[config.mk]
export PLATFORM = sky130hd
export DESIGN_NAME = dvi_fb_apb_flip_master
export DESIGN_NICKNAME = d
export VERILOG_FILES = /design/src/rtl/dvi_fb_apb_flip_master.sv
export SDC_FILE = /design/constraint.sdc
export NUM_CORES = 1
export LEC_CHECK = 0
export CORE_MARGIN = 2
export CORE_UTILIZATION = 45
export CTS_BUF_LIST = sky130_fd_sc_hd__clkbuf_16
export CTS_CLUSTER_SIZE = 24
export DETAILED_ROUTE_END_ITERATION = 7
export PLACE_DENSITY_LB_ADDON = 0.08
export SYNTH_ARGS = -nofsm -noshare
export SYNTH_HDL_FRONTEND = slang
export SYNTH_SLANG_ARGS = --single-unit
[constraint.sdc]
create_clock -name cfg_clk_i -period 3.35 [get_ports cfg_clk_i]
set_clock_uncertainty 0.1 [all_clocks]
set_input_delay 0.67 -clock cfg_clk_i [delete_from_list [all_inputs] [get_ports cfg_clk_i]]
set_output_delay 0.67 -clock cfg_clk_i [all_outputs]
set_load 0.02 [all_outputs]
[src/rtl/dvi_fb_apb_flip_master.sv]
`default_nettype none
// ============================================================================
// Module   : dvi_fb_apb_flip_master
// Brief    : APB initiator for the DVI framebuffer register port. Performs a
//            reset-time CONFIG write, then serves frame flips and host accesses.
// Revision : 1.0 - initial release
// ============================================================================
module dvi_fb_apb_flip_master #(
  parameter logic [31:0] INIT_CONFIG    = 32'h0000_0005,
  parameter bit          INIT_ENABLE    = 1'b1,
  parameter int          PREADY_TIMEOUT = 16,
  parameter int          POLL_GAP       = 8
) (
  input  logic        cfg_clk_i,
  input  logic        cfg_nrst_i,
  output logic [11:0] cfg_paddr_o,
  output logic        cfg_psel_o,
  output logic        cfg_penable_o,
  output logic        cfg_pwrite_o,
  output logic [31:0] cfg_pwdata_o,
  input  logic [31:0] cfg_prdata_i,
  input  logic        cfg_pready_i,
  input  logic        flip_req_i,
  input  logic [31:0] flip_base_i,
  output logic        flip_busy_o,
  output logic        flip_done_o,
  output logic        flip_err_o,
  input  logic        host_req_i,
  input  logic        host_we_i,
  input  logic [11:0] host_addr_i,
  input  logic [31:0] host_wdata_i,
  output logic        host_ack_o,
  output logic [31:0] host_rdata_o,
  output logic        host_err_o,
  output logic        init_done_o
);

  localparam int c_TO_W  = $clog2(PREADY_TIMEOUT + 1);
  localparam int c_GAP_W = $clog2(POLL_GAP + 1);
  localparam logic [c_TO_W-1:0]  c_TO_LAST  = c_TO_W'(PREADY_TIMEOUT - 1);
  localparam logic [c_TO_W-1:0]  c_TO_ONE   = c_TO_W'(1);
  localparam logic [c_GAP_W-1:0] c_GAP_LAST = c_GAP_W'(POLL_GAP - 1);
  localparam logic [c_GAP_W-1:0] c_GAP_ONE  = c_GAP_W'(1);
  localparam logic [11:0] c_ADDR_CONFIG = 12'h000;
  localparam logic [11:0] c_ADDR_STATUS = 12'h004;
  localparam logic [11:0] c_ADDR_FBUF   = 12'h008;
  localparam logic [31:0] c_ERR_DATA    = 32'hDEAD_BEEF;

  typedef enum logic [2:0] {
    S_INIT     = 3'd0,
    S_IDLE     = 3'd1,
    S_FLIP_WR  = 3'd2,
    S_POLL_RD  = 3'd3,
    S_POLL_GAP = 3'd4,
    S_HOST     = 3'd5
  } seq_t;

  typedef enum logic [1:0] {
    A_IDLE   = 2'd0,
    A_SETUP  = 2'd1,
    A_ACCESS = 2'd2,
    A_GAP    = 2'd3
  } apb_t;

  seq_t               r_seq;
  apb_t               r_apb;
  logic [c_TO_W-1:0]  r_to_cnt;
  logic [c_GAP_W-1:0] r_gap_cnt;
  logic [15:0]        r_baseline;
  logic               r_have_base;
  logic [11:0]        r_paddr;
  logic               r_psel;
  logic               r_penable;
  logic               r_pwrite;
  logic [31:0]        r_pwdata;
  logic               r_flip_busy;
  logic               r_flip_done;
  logic               r_flip_err;
  logic               r_host_ack;
  logic               r_host_err;
  logic [31:0]        r_host_rdata;
  logic               r_init_done;

  logic        w_idle_ok;
  logic        w_flip_ok;
  logic        w_take_flip;
  logic        w_flip_bad;
  logic        w_take_host;
  logic        w_timeout;
  logic        w_end;
  logic [15:0] w_v;
  logic        w_launch;
  logic [11:0] w_l_addr;
  logic        w_l_we;
  logic [31:0] w_l_wdata;

  assign w_idle_ok   = (r_seq == S_IDLE) && r_init_done && (r_apb == A_IDLE);
  assign w_flip_ok   = (flip_base_i[6:0] == 7'd0);
  assign w_take_flip = w_idle_ok && flip_req_i && w_flip_ok;
  assign w_flip_bad  = w_idle_ok && flip_req_i && !w_flip_ok;
  assign w_take_host = w_idle_ok && !flip_req_i && host_req_i;
  assign w_timeout   = (r_apb == A_ACCESS) && !cfg_pready_i && (r_to_cnt == c_TO_LAST);
  assign w_end       = (r_apb == A_ACCESS) && (cfg_pready_i || w_timeout);
  assign w_v         = cfg_prdata_i[31:16];

  // Next transfer to launch; only honoured while the APB side is idle.
  always_comb begin
    w_launch  = 1'b0;
    w_l_addr  = 12'h000;
    w_l_we    = 1'b0;
    w_l_wdata = 32'h0;
    if (r_seq == S_INIT && INIT_ENABLE && r_apb == A_IDLE) begin
      w_launch  = 1'b1;
      w_l_addr  = c_ADDR_CONFIG;
      w_l_we    = 1'b1;
      w_l_wdata = INIT_CONFIG;
    end else if (r_seq == S_POLL_RD && r_apb == A_IDLE) begin
      w_launch  = 1'b1;
      w_l_addr  = c_ADDR_STATUS;
    end else if (w_take_flip) begin
      w_launch  = 1'b1;
      w_l_addr  = c_ADDR_FBUF;
      w_l_we    = 1'b1;
      w_l_wdata = {7'd0, flip_base_i[31:7]};
    end else if (w_take_host) begin
      w_launch  = 1'b1;
      w_l_addr  = host_addr_i;
      w_l_we    = host_we_i;
      w_l_wdata = host_wdata_i;
    end
  end

  always_ff @(posedge cfg_clk_i or negedge cfg_nrst_i) begin
    if (!cfg_nrst_i) begin
      r_seq        <= S_INIT;
      r_apb        <= A_IDLE;
      r_to_cnt     <= '0;
      r_gap_cnt    <= '0;
      r_baseline   <= 16'h0;
      r_have_base  <= 1'b0;
      r_paddr      <= 12'h000;
      r_psel       <= 1'b0;
      r_penable    <= 1'b0;
      r_pwrite     <= 1'b0;
      r_pwdata     <= 32'h0;
      r_flip_busy  <= 1'b0;
      r_flip_done  <= 1'b0;
      r_flip_err   <= 1'b0;
      r_host_ack   <= 1'b0;
      r_host_err   <= 1'b0;
      r_host_rdata <= 32'h0;
      r_init_done  <= 1'b0;
    end else begin
      r_flip_done <= 1'b0;
      r_flip_err  <= 1'b0;
      r_host_ack  <= 1'b0;
      r_host_err  <= 1'b0;

      // The A_GAP cycle keeps the slave's registered pready from bleeding
      // into the next transfer.
      case (r_apb)
        A_IDLE: begin
          if (w_launch) begin
            r_apb     <= A_SETUP;
            r_psel    <= 1'b1;
            r_penable <= 1'b0;
            r_paddr   <= w_l_addr;
            r_pwrite  <= w_l_we;
            r_pwdata  <= w_l_wdata;
          end
        end
        A_SETUP: begin
          r_apb     <= A_ACCESS;
          r_penable <= 1'b1;
          r_to_cnt  <= '0;
        end
        A_ACCESS: begin
          if (w_end) begin
            r_apb     <= A_GAP;
            r_psel    <= 1'b0;
            r_penable <= 1'b0;
          end else begin
            r_to_cnt <= r_to_cnt + c_TO_ONE;
          end
        end
        default: r_apb <= A_IDLE;
      endcase

      case (r_seq)
        S_INIT: begin
          if (!INIT_ENABLE || w_end) begin
            r_init_done <= 1'b1;
            r_seq       <= S_IDLE;
          end
        end
        S_IDLE: begin
          if (w_take_flip) begin
            r_seq       <= S_FLIP_WR;
            r_flip_busy <= 1'b1;
            r_have_base <= 1'b0;
          end else if (w_flip_bad) begin
            r_flip_err <= 1'b1;
          end else if (w_take_host) begin
            r_seq <= S_HOST;
          end
        end
        S_FLIP_WR: begin
          if (w_end) begin
            if (w_timeout) begin
              r_flip_err  <= 1'b1;
              r_flip_busy <= 1'b0;
              r_seq       <= S_IDLE;
            end else begin
              r_seq <= S_POLL_RD;
            end
          end
        end
        S_POLL_RD: begin
          if (w_end) begin
            if (w_timeout) begin
              r_flip_err  <= 1'b1;
              r_flip_busy <= 1'b0;
              r_seq       <= S_IDLE;
            end else if (r_have_base && (w_v < r_baseline)) begin
              // Scan-out line counter went backwards: new frame started.
              r_flip_done <= 1'b1;
              r_flip_busy <= 1'b0;
              r_seq       <= S_IDLE;
            end else begin
              r_baseline  <= w_v;
              r_have_base <= 1'b1;
              r_gap_cnt   <= '0;
              r_seq       <= S_POLL_GAP;
            end
          end
        end
        S_POLL_GAP: begin
          if (r_gap_cnt == c_GAP_LAST) begin
            r_seq <= S_POLL_RD;
          end else begin
            r_gap_cnt <= r_gap_cnt + c_GAP_ONE;
          end
        end
        S_HOST: begin
          if (w_end) begin
            r_host_ack <= 1'b1;
            r_seq      <= S_IDLE;
            if (w_timeout) begin
              r_host_err   <= 1'b1;
              r_host_rdata <= c_ERR_DATA;
            end else if (!r_pwrite) begin
              r_host_rdata <= cfg_prdata_i;
            end
          end
        end
        default: r_seq <= S_INIT;
      endcase
    end
  end

  assign cfg_paddr_o   = r_paddr;
  assign cfg_psel_o    = r_psel;
  assign cfg_penable_o = r_penable;
  assign cfg_pwrite_o  = r_pwrite;
  assign cfg_pwdata_o  = r_pwdata;
  assign flip_busy_o   = r_flip_busy;
  assign flip_done_o   = r_flip_done;
  assign flip_err_o    = r_flip_err;
  assign host_ack_o    = r_host_ack;
  assign host_err_o    = r_host_err;
  assign host_rdata_o  = r_host_rdata;
  assign init_done_o   = r_init_done;

endmodule
`default_nettype wire
==> results of run 1 <==
Yosys cell counts, drive strengths merged, types with 2 or more instances:
master	n	area [um^2]
dfrtp	116	2900
nand2	88	335
o21ai	38	190
nor2	28	105
inv	24	90.1
a211oi	23	173
mux2i	23	230
ha	22	275
clkbuf	21	82.6
a22o	19	166
mux2	19	214
a21oi	11	55.1
buf	8	45.0
nand3	8	40.0
nand2b	7	43.8
and3	6	37.5
nor2b	6	37.5
a21o	4	30.0
nand4	4	25.0
nor3	4	20.0
o31ai	4	30.0
o22ai	3	18.8
xnor2	3	26.3
xor2	3	26.3
a2111oi	2	23.8
a22oi	2	15.0
and3b	2	17.5
nand3b	2	15.0
o211ai	2	15.0
or3	2	12.5
worst reg2reg max path, cell delays in order (launching register included):
cell     delay (ps)
dfrtp_1         420
ha_1            220
and3_1          190
ha_1            220
o21ai_1         490
nor2_1          230
nand2_2         120
buf_4           210
mux2_2          370
metrics by stage:
step | util (%) | total power (uW) | setup WS [ps]
final | 68.6 | 7350 | 512
after global routing | 68.6 | 7810 | 377
after CTS | 68.6 | 7410 | 508
after detailed placement | 63.8 | 5610 | 99.2
after global placement | 63.8 | 5510 | 183
after floorplan | - | 4160 | 614
worst paths after layout:
path                                   from          endpoint  slack [ps]  cells after the start
min in group cfg_clk_i      host_rdata_o[8]   host_rdata_o[8]         360                      2
setup reg to reg                r_to_cnt[0]     r_baseline[4]         670                      8
max in group asynchronous        cfg_nrst_i    cfg_paddr_o[6]        2170                      2
hold reg to reg             host_rdata_o[8]   host_rdata_o[8]         360                      2
hold / removal                   cfg_nrst_i  host_rdata_o[10]         140                      1
setup / recovery           cfg_prdata_i[31]     r_baseline[4]         510                      9
kinds of logic (layout without fill, tap and decap cells):
family                     Yosys count  after routing  synth area share (%)
and+or+nand+nor                    165            165                  14.0
DFF                                116            116                  53.4
AOI/OAI and AO/OA                  115            115                  14.4
buffers and inverters               53            267                  4.00
muxes                               42             42                  8.17
adders and majority gates           22             22                  5.06
xor gates and xnor gates             6              6                 0.967
metal layers:
layer	part of all wire (%)	global-route usage, %	routed length [um]	vias to the layer above
met5	0	0	0	-
met4	2.3	9.35	346	0
met3	6.1	5.95	906	27
met2	49	39.4	7310	157
met1	43	29.6	6390	2277
li1	-	-	-	2229
cell type report:
| class | count | area [um^2] |
|---|---|---|
| inverter | 24 | 90.1 |
| clock buffer | 17 | 425 |
| clock inverter | 14 | 145 |
| sequential | 116 | 2900 |
| timing repair buffer | 212 | 2110 |
| tap | 147 | 184 |
| multi-input combinational | 350 | 2320 |
| fill | 968 | 3740 |
flip-flops by register name (all words and copies together) (netlist names), 2 cells and up:
signal	flops
host_rdata_o	32
cfg_paddr_o	12
r_gap_cnt	4
r_apb	2
r_baseline	16
cfg_pwdata_o	32
r_to_cnt	5
r_seq	3
report_power, final:
group          total, uW  internal [uW]  switching [uW]
Clock               1750           1140             608
Sequential          2380           2010             366
Combinational       3220           1600            1620
Total               7350           4760            2590
==> metrics.txt, run 1 <==
Area Growth Syn to Fin=50.4%; H-tree levels=4; Post-synth top flop=dfrtp_1; share of layout cells above drive strength 1=9.55%; placeable core region=11900 um^2; setup TNS=0 ps; cell total after placement=849; Root Driver=clkbuf_16; crit path launch type=input pin; Mapped Cells=519; Hold WC Path Type=in -> async; commonest cells after routing, fill and taps aside=197 x clkdlybuf4s50_1, 116 x dfrtp_1, 86 x nand2_1; wire per inst=17.0 um; Initial Utilization=45.6%; Setup Buffers After CTS=0; Worst Setup End Kind=register; synth unique cells=50; DP Area=7600 um^2; Syn Nets=655; vias in the first global route=4809; dpl hpwl=10.7 mm; Worst Hold Slack=140 ps; clk slew on worst S/H paths=50 ps; number of CTS-inserted buffers=17; post-route insts no fill=880; largest net degree at the start of global routing=51; Worst path slowest cell=clkdlybuf4s50_1; final setup violating endpoints=0; status=complete, no violations; initial DRC count=336; # rows=40; Final Wtd Congestion=0.817; full die area=13000 um^2; design area=8170 um^2; Routed WL=15.0 mm; DIE HEIGHT=114 um; crit-path leading delay family=simple AND/OR/NAND/NOR gates; initial antenna violation count=0; input/output buffers=198; final worst path period share=84.7%; fin crit period=2840 ps; vias post-DR=4690; clock buffer depth=2; Nets=857; commonest non-fill, non-tap cell in the layout=clkdlybuf4s50_1; cell area power density=899 nW/um^2; Post-synth ARST share=100%; CP arrival=3020 ps; EDFF count, synth=0; RSZ-0062 raised after global routing=no; Fmax achieved=352 MHz; Seq cells post-synth=116; global route overflow=0; first-pass GRT wire length=23.9 mm; Worst Path Buf+Inv=2; worst-path fanout max=12; worst skew pair latency=410 ps; DRC viols=0; post-CTS sizing=0; Final Hold Fails=0; part of the Yosys area used for sequential elements=53.4%; Mapped Avg Cell Area=10.5 um^2; Largest stage delay, worst path=450 ps; Die X=114 um; Max VDD drop=0.000354 V; Cell Area, Synth=5440 um^2; Tot GR Track Use=23.6%; post-route ant nets=0; Max Cap Viol=0; Antenna Cells=0; io pins=199; detail-routed via count per cell=5.33; CTS tree=done; Slew HR=23.7%; crit path cell chain=clkdlybuf4s50_1 -> ha_1 -> nand4_1 -> nor3_1 -> nor4b_1 -> a31oi_1 -> nand2_2 -> buf_4 -> mux2_2; hold_buf cts=0; Worst-Margin Slew=1130 ps; CTS Sinks=116; worst setup path class=in -> reg; yosys warns=0; DR pass1 iterations=4; Lkg Pwr=0.00371 uW; pins over their slew limit=0; Data required, critical path=3530 ps
Note: power is estimated with default switching activity, not from simulation.
==> run 2: changes to the inputs <==
--- a/config.mk
+++ b/config.mk
@@ -6,7 +6,7 @@
 export NUM_CORES = 1
 export LEC_CHECK = 0
 export CORE_MARGIN = 2
-export CORE_UTILIZATION = 45
+export CORE_UTILIZATION = 41
 export CTS_BUF_LIST = sky130_fd_sc_hd__clkbuf_16
 export CTS_CLUSTER_SIZE = 24
 export DETAILED_ROUTE_END_ITERATION = 7
==> constraint.sdc (replaced) <==
create_clock -name cfg_clk_i -period 2.5 [get_ports cfg_clk_i]
set_clock_uncertainty 0.1 [all_clocks]
set_input_delay 0.5 -clock cfg_clk_i [delete_from_list [all_inputs] [get_ports cfg_clk_i]]
set_output_delay 0.5 -clock cfg_clk_i [all_outputs]
set_load 0.02 [all_outputs]
==> metrics.txt, run 2 (synthesis gave the netlist of run 1 again) <==
worst setup path class=in -> reg; io pins=199; setup TNS=0 ps; Setup Buffers After CTS=0; final setup violating endpoints=0; worst skew pair latency=400 ps; detail-routed via count per cell=5.07; Initial Utilization=41.5%; Critical path origin=cfg_prdata_i[17]; Worst-Margin Slew=630 ps; commonest cells after routing, fill and taps aside=191 x clkdlybuf4s50_1, 116 x dfrtp_1, 85 x nand2_1; Max Cap Viol=0; initial antenna violation count=0; vias in the first global route=4878; Core Util, Final=64.8%; pins over their slew limit=0; final worst path period share=98.3%; H-tree levels=4; Largest stage delay, worst path=430 ps; clk slew on worst S/H paths=50 ps; Routed WL=15.4 mm; worst-path fanout max=5; Hold WC Path Type=in -> async; DRC viols=0; # rows=42; global route overflow=0; initial DRC count=214; dpl hpwl=11.0 mm; Data required, critical path=2680 ps; largest net degree at the start of global routing=52; Antenna Cells=0; Nets=883; hold_buf cts=0; cell area power density=1150 nW/um^2; crit path launch type=input pin; Die X=119 um; status=complete, no violations; post-route ant nets=0; wire per inst=16.5 um; full die area=14200 um^2; Fmax achieved=407 MHz; input/output buffers=198; Max VDD drop=0.000514 V; number of CTS-inserted buffers=17; Area Growth Syn to Fin=56.1%; Final Hold Fails=0; crit path cell chain=clkdlybuf4s50_1 -> ha_1 -> a2111oi_1 -> nand3b_1 -> a31oi_2 -> nand2_2 -> clkbuf_16 -> mux2_2; Pwr Total=9790 uW; vias post-DR=4738; DIE HEIGHT=119 um; Tot GR Track Use=22.2%; Worst Hold Slack=1.88 ps; CP arrival=2640 ps; Slew HR=58.0%; share of layout cells above drive strength 1=12.7%; crit-path leading delay family=buffers and inverters; commonest non-fill, non-tap cell in the layout=clkdlybuf4s50_1; fin crit period=2460 ps; Lkg Pwr=0.00390 uW; clock buffer depth=2; first-pass GRT wire length=25.0 mm; Worst Setup End Kind=register; RR Startpoint=r_baseline[15]; Worst Path Buf+Inv=2; CTS tree=done; Root Driver=clkbuf_16; Final Wtd Congestion=0.819; CTS Sinks=116; placeable core region=13100 um^2; DR pass1 iterations=6; Worst path slowest cell=clkdlybuf4s50_1
==> run 2: power by group <==
part           switching [uW]  internal [uW]
logic                    2240           2310
registers                 471           2700
clock network             768           1310
total                    3480           6320
==> run 2: area by class of cell <==
cell class                 count  area [um^2]
inverter                      24         90.1
sequential                   116         2900
clock inverter                13         77.6
tap                          176          220
timing repair buffer         238         2400
clock buffer                  17          425
fill                        1049         4600
multi-input combinational    350         2360
==> run 2: stage by stage <==
stage / instance area [um^2] / std cells / setup slack, ps
after detailed placement: 7900 / 902 / -420
after global placement: 7900 / 902 / -370
after floorplan: 5440 / 519 / 27.0
final: 8480 / 934 / 42.1
after CTS: 8400 / 932 / 20.3
after global routing: 8480 / 934 / -0.781
==> run 2: layer usage <==
layer  part of all wire (%)  wire length (um)  GRT usage (%)
met1                     44              6760           27.9
met2                     50              7650           37.6
met3                    5.0               770           5.08
met4                    1.5               225           8.18
met5                      0                 0              0
==> run 2: final timing paths <==
kind	endpoint	cells after the start	slack, ps
worst max-delay path	r_baseline[9]	8	40
worst min-delay path	host_rdata_o[21]	1	2
worst max register to register	r_baseline[15]	9	90
worst min register to register	host_rdata_o[31]	2	360
max in group asynchronous	cfg_paddr_o[10]	2	1630
min in group cfg_clk_i	r_baseline[12]	2	310
==> run 2: what timing repair did <==
item	CTS	global route
pin swaps	0	10
resized for setup	1	13
hold endpoints to repair	0	0
setup endpoints to repair	16	26
gates cloned	0	2
==> run 3: changes to the inputs <==
--- a/config.mk
+++ b/config.mk
@@ -10,6 +10,7 @@
 export CTS_BUF_LIST = sky130_fd_sc_hd__clkbuf_16
 export CTS_CLUSTER_SIZE = 24
 export DETAILED_ROUTE_END_ITERATION = 7
+export GPL_ROUTABILITY_DRIVEN = 1
 export PLACE_DENSITY_LB_ADDON = 0.08
 export SYNTH_ARGS = -nofsm -noshare
 export SYNTH_HDL_FRONTEND = slang
==> results of run 3 <==
The final DEF is identical to that of run 2; final timing and power are the same.
